==> src/rtl/pps_gen_sync.sv <==
// Local 1PPS generator: divides CLK_SYS with signed integer + fractional period
// compensation, aligns to GPS 1PPS, measures phase error and falls back to holdover.
module pps_gen_sync #(
    parameter int unsigned CNT_W        = 28,
    parameter int unsigned PERIOD       = 10_000_000,
    parameter int unsigned PULSE        = 1_000_000,
    parameter int unsigned COMP_W       = 25,
    parameter int unsigned FRAC_W       = 8,
    parameter int unsigned SYNC_STAGES  = 2,
    parameter int unsigned LOSS_TIMEOUT = 2
) (
    input  logic                CLK_SYS,
    input  logic                CLK_RST,
    input  logic                pps_gps,
    input  logic [1:0]          mode,
    input  logic [COMP_W-1:0]   comp_int,
    input  logic [FRAC_W-1:0]   comp_frac,
    input  logic                comp_valid,
    output logic                pps_local,
    output logic                period_tick,
    output logic [CNT_W-1:0]    phase_err,
    output logic                phase_valid,
    output logic                holdover,
    output logic [1:0]          state
);
    localparam int unsigned TW     = CNT_W + 2;
    localparam int unsigned MISS_W = $clog2(LOSS_TIMEOUT + 1);
    localparam logic [TW-1:0] T_MAX = {2'b00, {CNT_W{1'b1}}};
    localparam logic [1:0] MODE_FREE   = 2'b00;
    localparam logic [1:0] MODE_ALWAYS = 2'b10;

    typedef enum logic [1:0] {
        ST_WAIT = 2'b00,
        ST_RUN  = 2'b01,
        ST_HOLD = 2'b10
    } state_t;

    state_t state_q, state_d;

    logic [SYNC_STAGES-1:0] sync_q;
    logic                   gps_dly_q;
    logic                   gps_rise_c;

    logic [CNT_W-1:0]         cnt_q, cnt_d;
    logic [FRAC_W-1:0]        acc_q, acc_d;
    logic                     carry_q, carry_d;
    logic signed [COMP_W-1:0] sh_int_q, sh_int_d;
    logic [FRAC_W-1:0]        sh_frac_q, sh_frac_d;
    logic signed [COMP_W-1:0] act_int_q, act_int_d;
    logic [FRAC_W-1:0]        act_frac_q, act_frac_d;
    logic                     pps_q, pps_d;
    logic                     tick_q, tick_d;
    logic [CNT_W-1:0]         perr_q, perr_d;
    logic                     pvalid_q, pvalid_d;
    logic                     hold_q, hold_d;
    logic [MISS_W-1:0]        missed_q, missed_d;
    logic                     seen_q, seen_d;

    logic signed [TW-1:0] t_raw_c;
    logic [CNT_W-1:0]     t_c;
    logic [CNT_W:0]       half_c;
    logic                 wrap_c, align_c, boundary_c, meas_c, miss_c, timeout_c;
    logic [MISS_W-1:0]    missed_inc_c;

    // GPS input synchroniser and rising-edge detect
    always_ff @(posedge CLK_SYS or negedge CLK_RST) begin
        if (!CLK_RST) begin
            sync_q    <= '0;
            gps_dly_q <= 1'b0;
        end else begin
            sync_q    <= {sync_q[SYNC_STAGES-2:0], pps_gps};
            gps_dly_q <= sync_q[SYNC_STAGES-1];
        end
    end

    assign gps_rise_c = sync_q[SYNC_STAGES-1] & ~gps_dly_q;

    // Terminal count of the running period, clamped so the pulse always fits
    always_comb begin
        t_raw_c = $signed(TW'(PERIOD)) + TW'(act_int_q) + $signed(TW'(carry_q)) - $signed(TW'(1));
        if (t_raw_c < $signed(TW'(PULSE))) begin
            t_c = CNT_W'(PULSE);
        end else if (t_raw_c > $signed(T_MAX)) begin
            t_c = '1;
        end else begin
            t_c = t_raw_c[CNT_W-1:0];
        end
        half_c = ({1'b0, t_c} + (CNT_W+1)'(1)) >> 1;
    end

    // Event decode shared by the FSM and the datapath
    always_comb begin
        wrap_c  = (state_q != ST_WAIT) && (cnt_q == t_c);
        align_c = 1'b0;
        case (state_q)
            ST_WAIT: align_c = (mode == MODE_FREE) || gps_rise_c;
            ST_RUN:  align_c = gps_rise_c && (mode == MODE_ALWAYS);
            ST_HOLD: align_c = gps_rise_c && (mode != MODE_FREE);
            default: align_c = 1'b0;
        endcase
        boundary_c   = wrap_c || align_c;
        meas_c       = gps_rise_c && (state_q != ST_WAIT);
        miss_c       = (state_q == ST_RUN) && wrap_c && !gps_rise_c && !seen_q;
        missed_inc_c = missed_q + MISS_W'(1);
        timeout_c    = miss_c && (missed_inc_c >= MISS_W'(LOSS_TIMEOUT));
    end

    always_ff @(posedge CLK_SYS or negedge CLK_RST) begin
        if (!CLK_RST) state_q <= ST_WAIT;
        else          state_q <= state_d;
    end

    always_comb begin
        state_d = state_q;
        case (state_q)
            ST_WAIT: if (boundary_c) state_d = ST_RUN;
            ST_RUN:  if (timeout_c)  state_d = ST_HOLD;
            ST_HOLD: if (gps_rise_c) state_d = ST_RUN;
            default: state_d = ST_WAIT;
        endcase
    end

    always_comb begin
        cnt_d      = (state_q == ST_WAIT) ? '0 : cnt_q + CNT_W'(1);
        acc_d      = acc_q;
        carry_d    = carry_q;
        sh_int_d   = sh_int_q;
        sh_frac_d  = sh_frac_q;
        act_int_d  = act_int_q;
        act_frac_d = act_frac_q;
        pps_d      = pps_q;
        tick_d     = boundary_c;
        perr_d     = perr_q;
        pvalid_d   = meas_c;
        hold_d     = (state_d == ST_HOLD);
        missed_d   = missed_q;
        seen_d     = boundary_c ? 1'b0 : (seen_q | gps_rise_c);

        // New carry is taken from the compensation that was active in the ending period
        if (boundary_c) begin
            cnt_d              = '0;
            pps_d              = 1'b1;
            act_int_d          = sh_int_q;
            act_frac_d         = sh_frac_q;
            {carry_d, acc_d}   = {1'b0, acc_q} + {1'b0, act_frac_q};
        end else if (cnt_q == CNT_W'(PULSE - 1)) begin
            pps_d = 1'b0;
        end

        if (comp_valid) begin
            sh_int_d  = $signed(comp_int);
            sh_frac_d = comp_frac;
        end

        if (meas_c) begin
            perr_d = ({1'b0, cnt_q} >= half_c) ? cnt_q - t_c : cnt_q + CNT_W'(1);
        end

        if ((state_q != ST_RUN) || gps_rise_c) begin
            missed_d = '0;
        end else if (miss_c) begin
            missed_d = missed_inc_c;
        end
    end

    always_ff @(posedge CLK_SYS or negedge CLK_RST) begin
        if (!CLK_RST) begin
            cnt_q      <= '0;
            acc_q      <= '0;
            carry_q    <= 1'b0;
            sh_int_q   <= '0;
            sh_frac_q  <= '0;
            act_int_q  <= '0;
            act_frac_q <= '0;
            pps_q      <= 1'b0;
            tick_q     <= 1'b0;
            perr_q     <= '0;
            pvalid_q   <= 1'b0;
            hold_q     <= 1'b0;
            missed_q   <= '0;
            seen_q     <= 1'b0;
        end else begin
            cnt_q      <= cnt_d;
            acc_q      <= acc_d;
            carry_q    <= carry_d;
            sh_int_q   <= sh_int_d;
            sh_frac_q  <= sh_frac_d;
            act_int_q  <= act_int_d;
            act_frac_q <= act_frac_d;
            pps_q      <= pps_d;
            tick_q     <= tick_d;
            perr_q     <= perr_d;
            pvalid_q   <= pvalid_d;
            hold_q     <= hold_d;
            missed_q   <= missed_d;
            seen_q     <= seen_d;
        end
    end

    assign pps_local   = pps_q;
    assign period_tick = tick_q;
    assign phase_err   = perr_q;
    assign phase_valid = pvalid_q;
    assign holdover    = hold_q;
    assign state       = state_q;

endmodule

==> config.mk <==
export PLATFORM = sky130hd
export DESIGN_NAME = pps_gen_sync
export DESIGN_NICKNAME = d
export VERILOG_FILES = /design/src/rtl/pps_gen_sync.sv
export SDC_FILE = /design/constraint.sdc
export NUM_CORES = 1
export LEC_CHECK = 0
export ABC_AREA = 1
export CAP_MARGIN = 20
export CORE_MARGIN = 4
export CORE_UTILIZATION = 60
export CTS_CLUSTER_DIAMETER = 200
export DETAILED_ROUTE_END_ITERATION = 6
export DONT_BUFFER_PORTS = 1
export GPL_TIMING_DRIVEN = 1
export HOLD_SLACK_MARGIN = 0.03
export PLACE_DENSITY = 0.76
export SYNTH_ARGS = -nofsm -noshare
export SYNTH_HDL_FRONTEND = slang
export SYNTH_SLANG_ARGS = --single-unit
==> constraint.sdc <==
create_clock -name CLK_SYS -period 7.2 [get_ports CLK_SYS]
set_input_delay 2.16 -clock CLK_SYS [delete_from_list [all_inputs] [get_ports CLK_SYS]]
set_output_delay 2.16 -clock CLK_SYS [all_outputs]
set_load 0.01 [all_outputs]
==> results.tsv <==
metric	value	unit
vias in the first global route	8753	
status	completed	
CP max FO	44	
Final Non-Filler Cells	1618	
drt wl/cell	15.73	um
fin util	0.6568	
Post-Syn Area	0.01015	mm^2
GRT Total Usage	0.2688	
period utilization	0.8737	
DIE WIDTH	138.1	um
Post-Syn Area per Cell	7.300	um^2
via count	9068	
Hold Path Class	flop to flop	
register area share after synthesis	0.3524	
CP Launch Type	flop	
diodes inserted	0	
core area	0.01658	mm^2
Post-CTS Setup Bufs	0	
Synth area leaders	dfrtp_1, nand2_1, ha_1	
Post-synth top cells	nand2_1, nor2_1, inv_1, dfrtp_1, o21ai_0	
Crit path arrival time	6.60	ns
PortBufs	0	
P&R area growth vs syn	7.257	%
Starting Density	0.6123	
largest net degree at the start of global routing	144	
ANT nets after route	0	
Reg clk slew, reported paths	0.07	ns
Slew HR	0.3062	
H-tree depth	4	
number of placement rows	47	
hold buffers post-CTS	0	
CTS tree	done	
die height	138.1	um
gr ovfl total	0	
main combinational cell family by area after synthesis	simple AND/OR/NAND/NOR gates	
endpoints failing hold	0	
dominant synthesized flop cell	dfrtp_1	
worst slew pin tran	1.040	ns
cell leakage power	5.365	nW
fin area	0.01089	mm^2
Synth top area share	0.3524	
PwrDens	408.2	mW/mm^2
final wirelength	25460	um
Mapped Cells	1391	
DRC	0	
XOR/XNOR Fraction of Synth Area	0.06210	
filler cell count	1443	
post-synth cell types	42	
RSZ-0062 raised after global routing	no	
CTS Buf Count	17	
first-pass GRT wire length	42460	um
Clock Path Buffers	2	
post-synthesis mux area share	0.02551	
synthesized flop and latch total	143	
Layout Skew	0.01003	ns
Max IR drop VDD	0.2136	mV
cell mode on critical path	nand2_1	
# resized after CTS	0	
DRT iter0 DRCs	616	
GP Congestion	0.9582	
# IOs	73	
# setup viols final	0	
final setup TNS	0	ns
Worst path max stage delay	0.51	ns
Worst Setup End Kind	flop	
final HPWL from detailed placement	19490	um
Post-Synth Adder-Cell Area	0.09142	
synth warn	0	
most numerous cell in the Yosys netlist	nand2_1	
root buffer cell	clkbuf_16	
clk_lat worst skew	0.43	ns
dpl cell area	0.01034	mm^2
Req. time, crit path	7.51	ns
drt via density	5.604	
Tmin final	6.290	ns
Synth Area in Simple Gates	0.2889	
proportion of layout cells with a drive suffix above 1	0.06295	
Max Slew Vio Count	0	
Post-synth EDFFs	0	
leading area contributor after synthesis	dfrtp_1	
critical path type	flop to flop	
FFs w/ async S/R, synth	1.000	
placed insts	1587	
initial antenna violation count	0	
post-synthesis compound-gate area fraction	0.1087	
Max Fclk	0.1590	GHz
critical path's slowest cell	nand3_1	
Nets	1498	
max-cap viol count	0	
clock sinks	143	
die area	0.01907	mm^2
drt first pass iters	5	
[area by class of cell]
cell class                 count  area, um^2  share of cell area
clock inverter                11       108.9            0.009994
multi-input combinational   1065        5871              0.5390
tap                          220       275.3             0.02527
inverter                     155       581.8             0.05342
timing repair buffer           4       30.03            0.002757
sequential                   143        3578              0.3285
clock buffer                  20       446.7             0.04101
[worst paths after layout]
check	from	endpoint	slack, ns	depth (start not counted)
setup / recovery	carry_q	phase_err[7]	0.91	32
hold / removal	sync_q[0]	sync_q[1]	0.35	0
max in group asynchronous	CLK_RST	state[0]	5.59	0
setup reg to reg	carry_q	phase_err[7]	0.91	32
hold reg to reg	sync_q[0]	sync_q[1]	0.35	0
min in group asynchronous	CLK_RST	phase_err[4]	1.42	0
[routing by layer]
metal	up-vias	part of all wire	GRT usage	routed length [um]
li1	4538	-	-	-
met1	4196	0.45	0.3536	11370
met2	272	0.47	0.4448	11990
met3	62	0.049	0.03902	1235
met4	0	0.034	0.1170	860
met5	-	0	0	0
[cell usage in the layout (no fill, tap or decap), types with 23 or more instances in the layout]
| cell type | count |
|---|---|
| a21oi_1 | 74 |
| dfrtp_1 | 143 |
| ha_1 | 71 |
| inv_1 | 149 |
| mux2_2 | 23 |
| nand2_1 | 361 |
| nand3_1 | 89 |
| nand4_1 | 33 |
| nor2_1 | 155 |
| o21ai_0 | 104 |
| xor2_1 | 55 |
[critical path: cells and delay by family (launching register included)]
kind / cells / cell delay (ns)
compound gates: 1 / 0.35
xor+xnor: 1 / 0.14
fa+ha+maj: 4 / 1.04
buf+inv: 5 / 0.79
flops: 1 / 0.32
simple gates: 21 / 3.49
[report_power, final]
group,internal [mW],switching [mW],total [mW]
clock,0.486,0.369,0.855
sequential,0.962,0.162,1.12
combinational,0.819,1.65,2.47
total,2.27,2.18,4.45
[stage by stage]
stage               worst slack (ns)  hold WS [ns]  power (mW)
floorplan                      2.602        0.3312       2.974
global placement               1.087        0.3332       3.520
detailed placement             1.044        0.3395       3.559
CTS                           0.9573        0.3506       4.430
global route                  0.3685        0.3533       4.850
finish                        0.9097        0.3477       4.446
[logic make-up after synthesis]
family	after synthesis
adder cells (fa/ha/maj)	73
flip-flops	143
AND/OR/NAND/NOR	688
AO/OA/AOI/OAI	205
other	1
multiplexers	23
buffers and inverters	186
XOR/XNOR	72
[registers in the layout, summed over array words and instances, names as in the netlist]
name and cells:
acc_q 8, carry_q 1, act_int_q 25, phase_valid 1, state 2, pps_local 1, period_tick 1, holdover 1
phase_err 28, seen_q 1, gps_dly_q 1, sh_int_q 25, act_frac_q 8, cnt_q 28, sh_frac_q 8, missed_q 2
sync_q 2
(Power assumes the default switching activity.)
